--- config.mk ---
export PLATFORM = sky130hd
export DESIGN_NAME = cdb_arbiter
export DESIGN_NICKNAME = d
export VERILOG_FILES = /design/src/rtl/cdb_arbiter.sv
export SDC_FILE = /design/constraint.sdc
export NUM_CORES = 1
export LEC_CHECK = 0
export CAP_MARGIN = 5
export CORE_MARGIN = 2
export CORE_UTILIZATION = 35
export DETAILED_ROUTE_END_ITERATION = 10
export HOLD_SLACK_MARGIN = 0.03
export SYNTH_ARGS = -nofsm -noshare
export SYNTH_HDL_FRONTEND = slang
export SYNTH_SLANG_ARGS = --single-unit
--- constraint.sdc ---
create_clock -name clk -period 6.5 [get_ports clk]
set_input_delay 0.975 -clock clk [delete_from_list [all_inputs] [get_ports clk]]
set_output_delay 0.975 -clock clk [all_outputs]
set_load 0.01 [all_outputs]
--- src/rtl/cdb_arbiter.sv ---
// Common data bus arbiter: one-entry holding buffer per result producer, round-robin
// selection among buffered results, and a registered broadcast of the winner.
module cdb_arbiter #(
  parameter int N_REQ  = 3,
  parameter int DATA_W = 32,
  parameter int ROB_W  = 4,
  localparam int SRC_W = (N_REQ > 1) ? $clog2(N_REQ) : 1
) (
  input  logic                      clk,
  input  logic                      rst,
  input  logic                      in_clear,
  input  logic [N_REQ-1:0]          in_valid,
  output logic [N_REQ-1:0]          in_ready,
  input  logic [N_REQ*ROB_W-1:0]    in_rob_tag,
  input  logic [N_REQ*DATA_W-1:0]   in_data,
  output logic                      out_cdb_valid,
  output logic [ROB_W-1:0]          out_cdb_rob_tag,
  output logic [DATA_W-1:0]         out_cdb_data,
  output logic [SRC_W-1:0]          out_cdb_src
);

  logic [N_REQ-1:0]  buf_valid;
  logic [ROB_W-1:0]  buf_tag  [N_REQ];
  logic [DATA_W-1:0] buf_data [N_REQ];
  logic [SRC_W-1:0]  rr_ptr;

  logic [N_REQ-1:0]  grant;
  logic [N_REQ-1:0]  accept;
  logic [SRC_W-1:0]  win;
  logic [SRC_W-1:0]  idx;
  logic              found;

  // Only buffered entries compete; incoming results never bypass their buffer.
  always_comb begin
    // NOTE: every variable gets a default first so no path leaves it unassigned (no latch).
    grant = '0;
    win   = '0;
    idx   = '0;
    found = 1'b0;
    for (int k = 0; k < N_REQ; k++) begin
      idx = SRC_W'((int'(rr_ptr) + k) % N_REQ);
      if (!found && buf_valid[idx]) begin
        found = 1'b1;
        win   = idx;
      end
    end
    if (found) grant[win] = 1'b1;
  end

  assign in_ready = ~buf_valid | grant;

  // A tag of zero completes the handshake but is never stored.
  always_comb begin
    accept = '0;
    for (int i = 0; i < N_REQ; i++)
      accept[i] = in_valid[i] && in_ready[i] && !in_clear &&
                  (in_rob_tag[i*ROB_W +: ROB_W] != '0);
  end

  // NOTE: sequential state uses non-blocking assignments so every flop samples pre-edge values.
  always_ff @(posedge clk or negedge rst) begin
    if (!rst) begin
      buf_valid       <= '0;
      rr_ptr          <= '0;
      out_cdb_valid   <= 1'b0;
      out_cdb_rob_tag <= '0;
      out_cdb_data    <= '0;
      out_cdb_src     <= '0;
    end else if (in_clear) begin
      buf_valid       <= '0;
      rr_ptr          <= '0;
      out_cdb_valid   <= 1'b0;
      out_cdb_rob_tag <= '0;
      out_cdb_data    <= '0;
    end else begin
      // Refill after release so a same-edge grant and capture keeps the entry valid.
      for (int i = 0; i < N_REQ; i++) begin
        if (grant[i])  buf_valid[i] <= 1'b0;
        if (accept[i]) buf_valid[i] <= 1'b1;
      end
      if (found) begin
        out_cdb_valid   <= 1'b1;
        out_cdb_rob_tag <= buf_tag[win];
        out_cdb_data    <= buf_data[win];
        out_cdb_src     <= win;
        rr_ptr          <= (win == SRC_W'(N_REQ - 1)) ? '0 : win + 1'b1;
      end else begin
        out_cdb_valid   <= 1'b0;
        out_cdb_rob_tag <= '0;
        out_cdb_data    <= '0;
      end
    end
  end

  // NOTE: payload storage has no reset; buf_valid alone decides whether it is meaningful.
  always_ff @(posedge clk) begin
    for (int i = 0; i < N_REQ; i++) begin
      if (accept[i]) begin
        buf_tag[i]  <= in_rob_tag[i*ROB_W +: ROB_W];
        buf_data[i] <= in_data[i*DATA_W +: DATA_W];
      end
    end
  end

endmodule

==> run summary <==
Yosys warning count: 0
Tmin final: 4.02 ns
PD cells: 383 mW/mm^2
register bit total from synthesis: 152
DP Area: 0.00724 mm^2
chip width: 129 um
CTS hold repair buffers: 0
DRT iter0 DRCs: 140
Synth area leader: edfxtp_1
synthesized area: 0.00545 mm^2
CTS Buf Count: 17
Final TNS setup: 0 ns
die footprint: 0.0166 mm^2
clk root buf: clkbuf_16
Die Y: 129 um
Final Instance Area: 0.00780 mm^2
first drt pass iteration count: 4
Fin. Hold Viols: 0
CP startpoint kind: register
Cells after Synth: 294
top cell type's share of synthesized area: 59.5%
Core Area: 0.0152 mm^2
slowest cell delay on critical path: 0.56 ns
total power: 0.00298 W
Syn Area/Cell: 18.5 um^2
routed len/inst: 19.0 um
Sink Count: 152
vias in the first global route: 3,505
Post-Route WL: 12,600 um
via count: 3,278
CTS tree: yes
Placed Instances: 633
via density per instance: 4.94
number of remaining DRC errors: 0
gr ovfl total: 0
VDD IR-drop max: 0.185 mV
post-synthesis net count: 412
GPL Wtd Cong: 0.772
Layout Skew: 0.00812 ns
initial antenna violation count: 4
relative slew slack: 31.0%
ratio of cells with drive above 1 in the final layout: 10.3%
post-synthesis sequential area ratio: 79.7%
status: finished, final reports clean
max-slew violation count: 0
Area Overhead vs Synth: 43.2%
crit end category: primary output
CP required: 5.52 ns
H-tree levels: 4
Clk pin slew, worst setup/hold paths: 0.06 ns
io pins: 156
Max Cap Viol: 0
worst path arrival time: 3.04 ns
fin crit share: 61.8%
# resized after CTS: 0
slowest CP cell: clkdlybuf4s50_1
Overall Global Routing Usage: 15.7%
fmax: 249 MHz
asr flop ratio synth: 28.9%
CP max FO: 6
largest net degree at the start of global routing: 45
Rows: 45
top cells by area, synth: edfxtp_1 60%, dfrtp_1 20%, a22o_1 5.9%, a21o_1 5.2%, ha_1 0.92%
HPWL Detailed: 8170 um
Initial Util: 35.8%
RSZ-0062 raised after global routing: false
CP Cell Sequence: inv_1 -> ha_1 -> mux2i_1 -> o221ai_1 -> o32a_4 -> or2_2 -> nand2_1 -> clkdlybuf4s50_1
kind of critical path: reg2out
first-pass GRT wire length: 18,900 um
nets@finish: 582
count of cell types in the netlist: 33
clock buffer depth: 2
Post-Layout Cell Count: 664
Post-CTS Setup Bufs: 0
# setup viols final: 0
Hold Path Class: reg2reg
Pleak: 3.13 nW
Slew @ Worst Pin: 1.03 ns
Top FF cell, synth: edfxtp_1
Routed Antenna Nets: 0
port bufs: 155
Post-synth EDFFs: 108
Worst-Skew Late Latency: 0.41 ns
layout make-up:
| type | instances | area [um^2] |
|---|---|---|
| clock buffers | 21 | 460 |
| inverters | 7 | 26.3 |
| repair buffers | 161 | 1590 |
| well taps | 188 | 235 |
| clock inverters | 9 | 101 |
| flip-flops and latches | 152 | 4340 |
| fillers | 1294 | 7400 |
| diodes | 1 | 2.50 |
| multi-input cells | 125 | 1040 |
power by group:
part	switching (W)	internal, W
registers	0.0000522	0.00120
logic	0.000384	0.000417
clock network	0.000354	0.000577
critical path: cells and delay by family, from the launching register on:
family	cells	cell delay (ns)
flip-flops	1	0.39
multiplexers	1	0.23
buffers and inverters	2	0.64
adder cells (fa/ha/maj)	1	0.41
AO/OA/AOI/OAI	2	0.52
AND/OR/NAND/NOR	2	0.44
cells in the final DEF, fill, tap and decap left out, types with 4 or more instances in the layout:
cell type	n
a21o_1	38
a22o_1	37
buf_4	6
clkbuf_16	17
clkdlybuf4s50_1	154
dfrtp_1	44
edfxtp_1	108
ha_1	4
inv_1	7
nand2_1	5
o21ai_0	4
cell families (layout without fill, tap and decap cells):
| logic type | after synthesis | after routing | share of synthesized area, % |
|---|---|---|---|
| flip-flops | 152 | 152 | 79.7 |
| AO/OA/AOI/OAI | 93 | 93 | 13.8 |
| AND/OR/NAND/NOR | 25 | 25 | 3.28 |
| buffers and inverters | 17 | 198 | 1.72 |
| adder cells (fa/ha/maj) | 4 | 4 | 0.919 |
| multiplexers | 3 | 3 | 0.551 |
| other | 0 | 1 | 0 |
sequential cells by signal (all words and copies together) (netlist names):
register,cells
buf_valid,3
buf_data,96
out_cdb_rob_tag,4
buf_tag,12
out_cdb_data,32
rr_ptr,2
out_cdb_valid,1
out_cdb_src,2
per-stage QoR:
stage,hold WS [ns],worst slack [ns],utilization (%)
detailed placement,0.434,2.92,47.6
floorplan,0.425,2.42,-
global route,0.455,2.31,51.3
finish,0.444,2.48,51.3
CTS,0.449,2.46,51.3
global placement,0.428,3.00,47.6
path summary, 6_finish.rpt:
kind | from | to | slack [ns] | cells past startpoint
max | rr_ptr[0] | in_ready[2] | 2.48 | 8
max in group asynchronous | rst | out_cdb_data[25] | 5.42 | 2
min | buf_data[0][14] | out_cdb_data[14] | 0.44 | 1
min in group asynchronous | rst | out_cdb_data[14] | 0.66 | 2
max reg2reg | rr_ptr[0] | out_cdb_data[30] | 3.37 | 9
min reg2reg | buf_data[0][14] | out_cdb_data[14] | 0.44 | 1
per-layer routing:
metal | wire length, um | vias up | global-route usage (%)
met5 | 27 | - | 0
met4 | 159 | 4 | 5.12
met3 | 1110 | 18 | 7.36
met2 | 6050 | 132 | 25.0
met1 | 5250 | 1628 | 19.0
li1 | - | 1496 | -
Yosys cell counts, types with 2 or more instances:
master    count
edfxtp_1    108
a21oi_1       5
buf_6         3
o21ai_0       4
nand3_1       3
a22o_1       37
mux2i_1       3
or4_1         3
nand2b_1      3
nor3_4        2
nand2_1       5
dfrtp_1      44
buf_2         6
inv_1         7
ha_1          4
or2_2         3
a21o_1       38
No activity file was read; power rests on OpenSTA's default activity.
==> patch: new RTL, same settings <==
Make the reset (`rst`) synchronous in one clocked block.
--- a/src/rtl/cdb_arbiter.sv
+++ b/src/rtl/cdb_arbiter.sv
@@ -59,5 +59,5 @@
 
   // NOTE: sequential state uses non-blocking assignments so every flop samples pre-edge values.
-  always_ff @(posedge clk or negedge rst) begin
+  always_ff @(posedge clk) begin
     if (!rst) begin
       buf_valid       <= '0;
Check against the original RTL: differs if rst is asserted again (counterexample within 4 cycles, from zero or initial values and one cycle with rst low); with rst held inactive, the same outputs for 4 cycles.
==> patch against the original RTL <==
  * Area after synthesis rose by 6.5%
  * Wire length rose by 22%
  * Critical path depth did not move
  * First-iteration DRC count rose to 2.7 times the old value
  * Cell count rose by 19%
  * Sequential cell count did not move
  * Worst setup slack got worse by 0.71 ns
  * Final area rose by 3.4%
  * Non-clock buffer count did not move
  * Highest routed layer is now met4
Power is not compared: it rests on default switching activity, and its combinational part moved more than twofold at a synthesized area within 25%.
==> patch: results (changes against the original RTL) <==
initial antenna violation count 1 (-3); Yosys top cell area share 0.5592 (-0.03609); fillcell total 1417 (+9.5%); r2r setup slk 2.61 ns (-0.76 ns); critical path arrival 3.75 ns (+0.71 ns); synth cell count leaders edfxtp_1, nand3_1, dfxtp_1, a31oi_1, o221ai_1; Critical Path Sink in_ready[0]; placed insts 755 (+19%); final setup skew 0.009563 ns (+0.001441 ns); max incr delay on CP 0.85 ns (+0.29 ns); RR Endpoint buf_data[0][21]; Via density 5.292 (+7.2%); hold_ws 0.4790 ns (+0.03464 ns); # nets final 673 (+16%); async set-reset flop share out of synthesis 0 (-0.2895); GRT Util Overall 0.1787 (+0.02201); DP HPWL 10.17 mm (+24%); Placement Cell Area 0.007512 sq mm (+3.8%); first-pass GRT wire length 23.38 mm (+24%); Synth cell types 43 (+30%); Gate Count Post-Synth 411 (+40%); net count after synthesis 529 (+28%); post-route cell area 0.008068 sq mm (+3.4%); Routed WL 15.40 mm (+22%); status finished clean; CP Max Fanout 39 (+33); fraction of layout cells with a size suffix above 1 0.07570 (-0.02745); multi-input gates 218 (+74%); seq_cells 152 (unchanged); clock-cell share of area 0.06715 (-0.004860); Detailed Route Iter0 Violations 373 (+170%)
-- patch: changes by cell type after synthesis, moves of 5 or more --
cell,before,now
nand3_1,3,73
dfrtp_1,44,0
dfxtp_1,0,44
a21o_1,38,1
a22o_1,37,0
a31oi_1,0,36
o221ai_1,1,36
buf_4,0,9
buf_2,6,14
clkbuf_1,1,9
a21boi_1,0,5
nand2b_1,3,8
-- patch: worst register-to-register path, stage by stage, from the launching register on --
cell	delay (ns)
dfxtp_1	0.38
inv_1	0.09
ha_1	0.45
nand3b_1	0.18
o211ai_1	0.17
a21oi_4	0.85
o22ai_1	0.38
o22ai_4	0.98
-- patch: metal layers --
| layer | share of wire | GRT usage | vias up | wire length [um] |
|---|---|---|---|---|
| met5 | 0 | 0 | - | 0 |
| met4 | 0.023 | 0.08423 | 0 | 355 |
| met3 | 0.058 | 0.04828 | 22 | 898 |
| met2 | 0.50 | 0.2873 | 174 | 7633 |
| met1 | 0.42 | 0.2248 | 2044 | 6512 |
| li1 | - | - | 1935 | - |
-- patch: power by group through the flow --
stage / Clock, mW / Combinational, mW / Sequential [mW]
global route: 0.969 / 0.347 / 1.12
detailed placement: 0 / 0.322 / 1.13
finish: 0.910 / 0.321 / 1.11
floorplan: 0 / 0.168 / 1.14
CTS: 0.929 / 0.323 / 1.11
global placement: 0 / 0.315 / 1.13
-- patch: logic make-up (layout without fill, tap and decap cells) --
kind of cell             Yosys count  count (layout)  share of synthesized area
flip-flops                       152             152                     0.7111
buffers and inverters             41             198                    0.03927
multiplexers                       4               4                   0.007766
other                              0               1                          0
AO/OA/AOI/OAI                    109             109                     0.1385
AND/OR/NAND/NOR                  101             101                    0.09471
adder cells (fa/ha/maj)            4               4                   0.008630
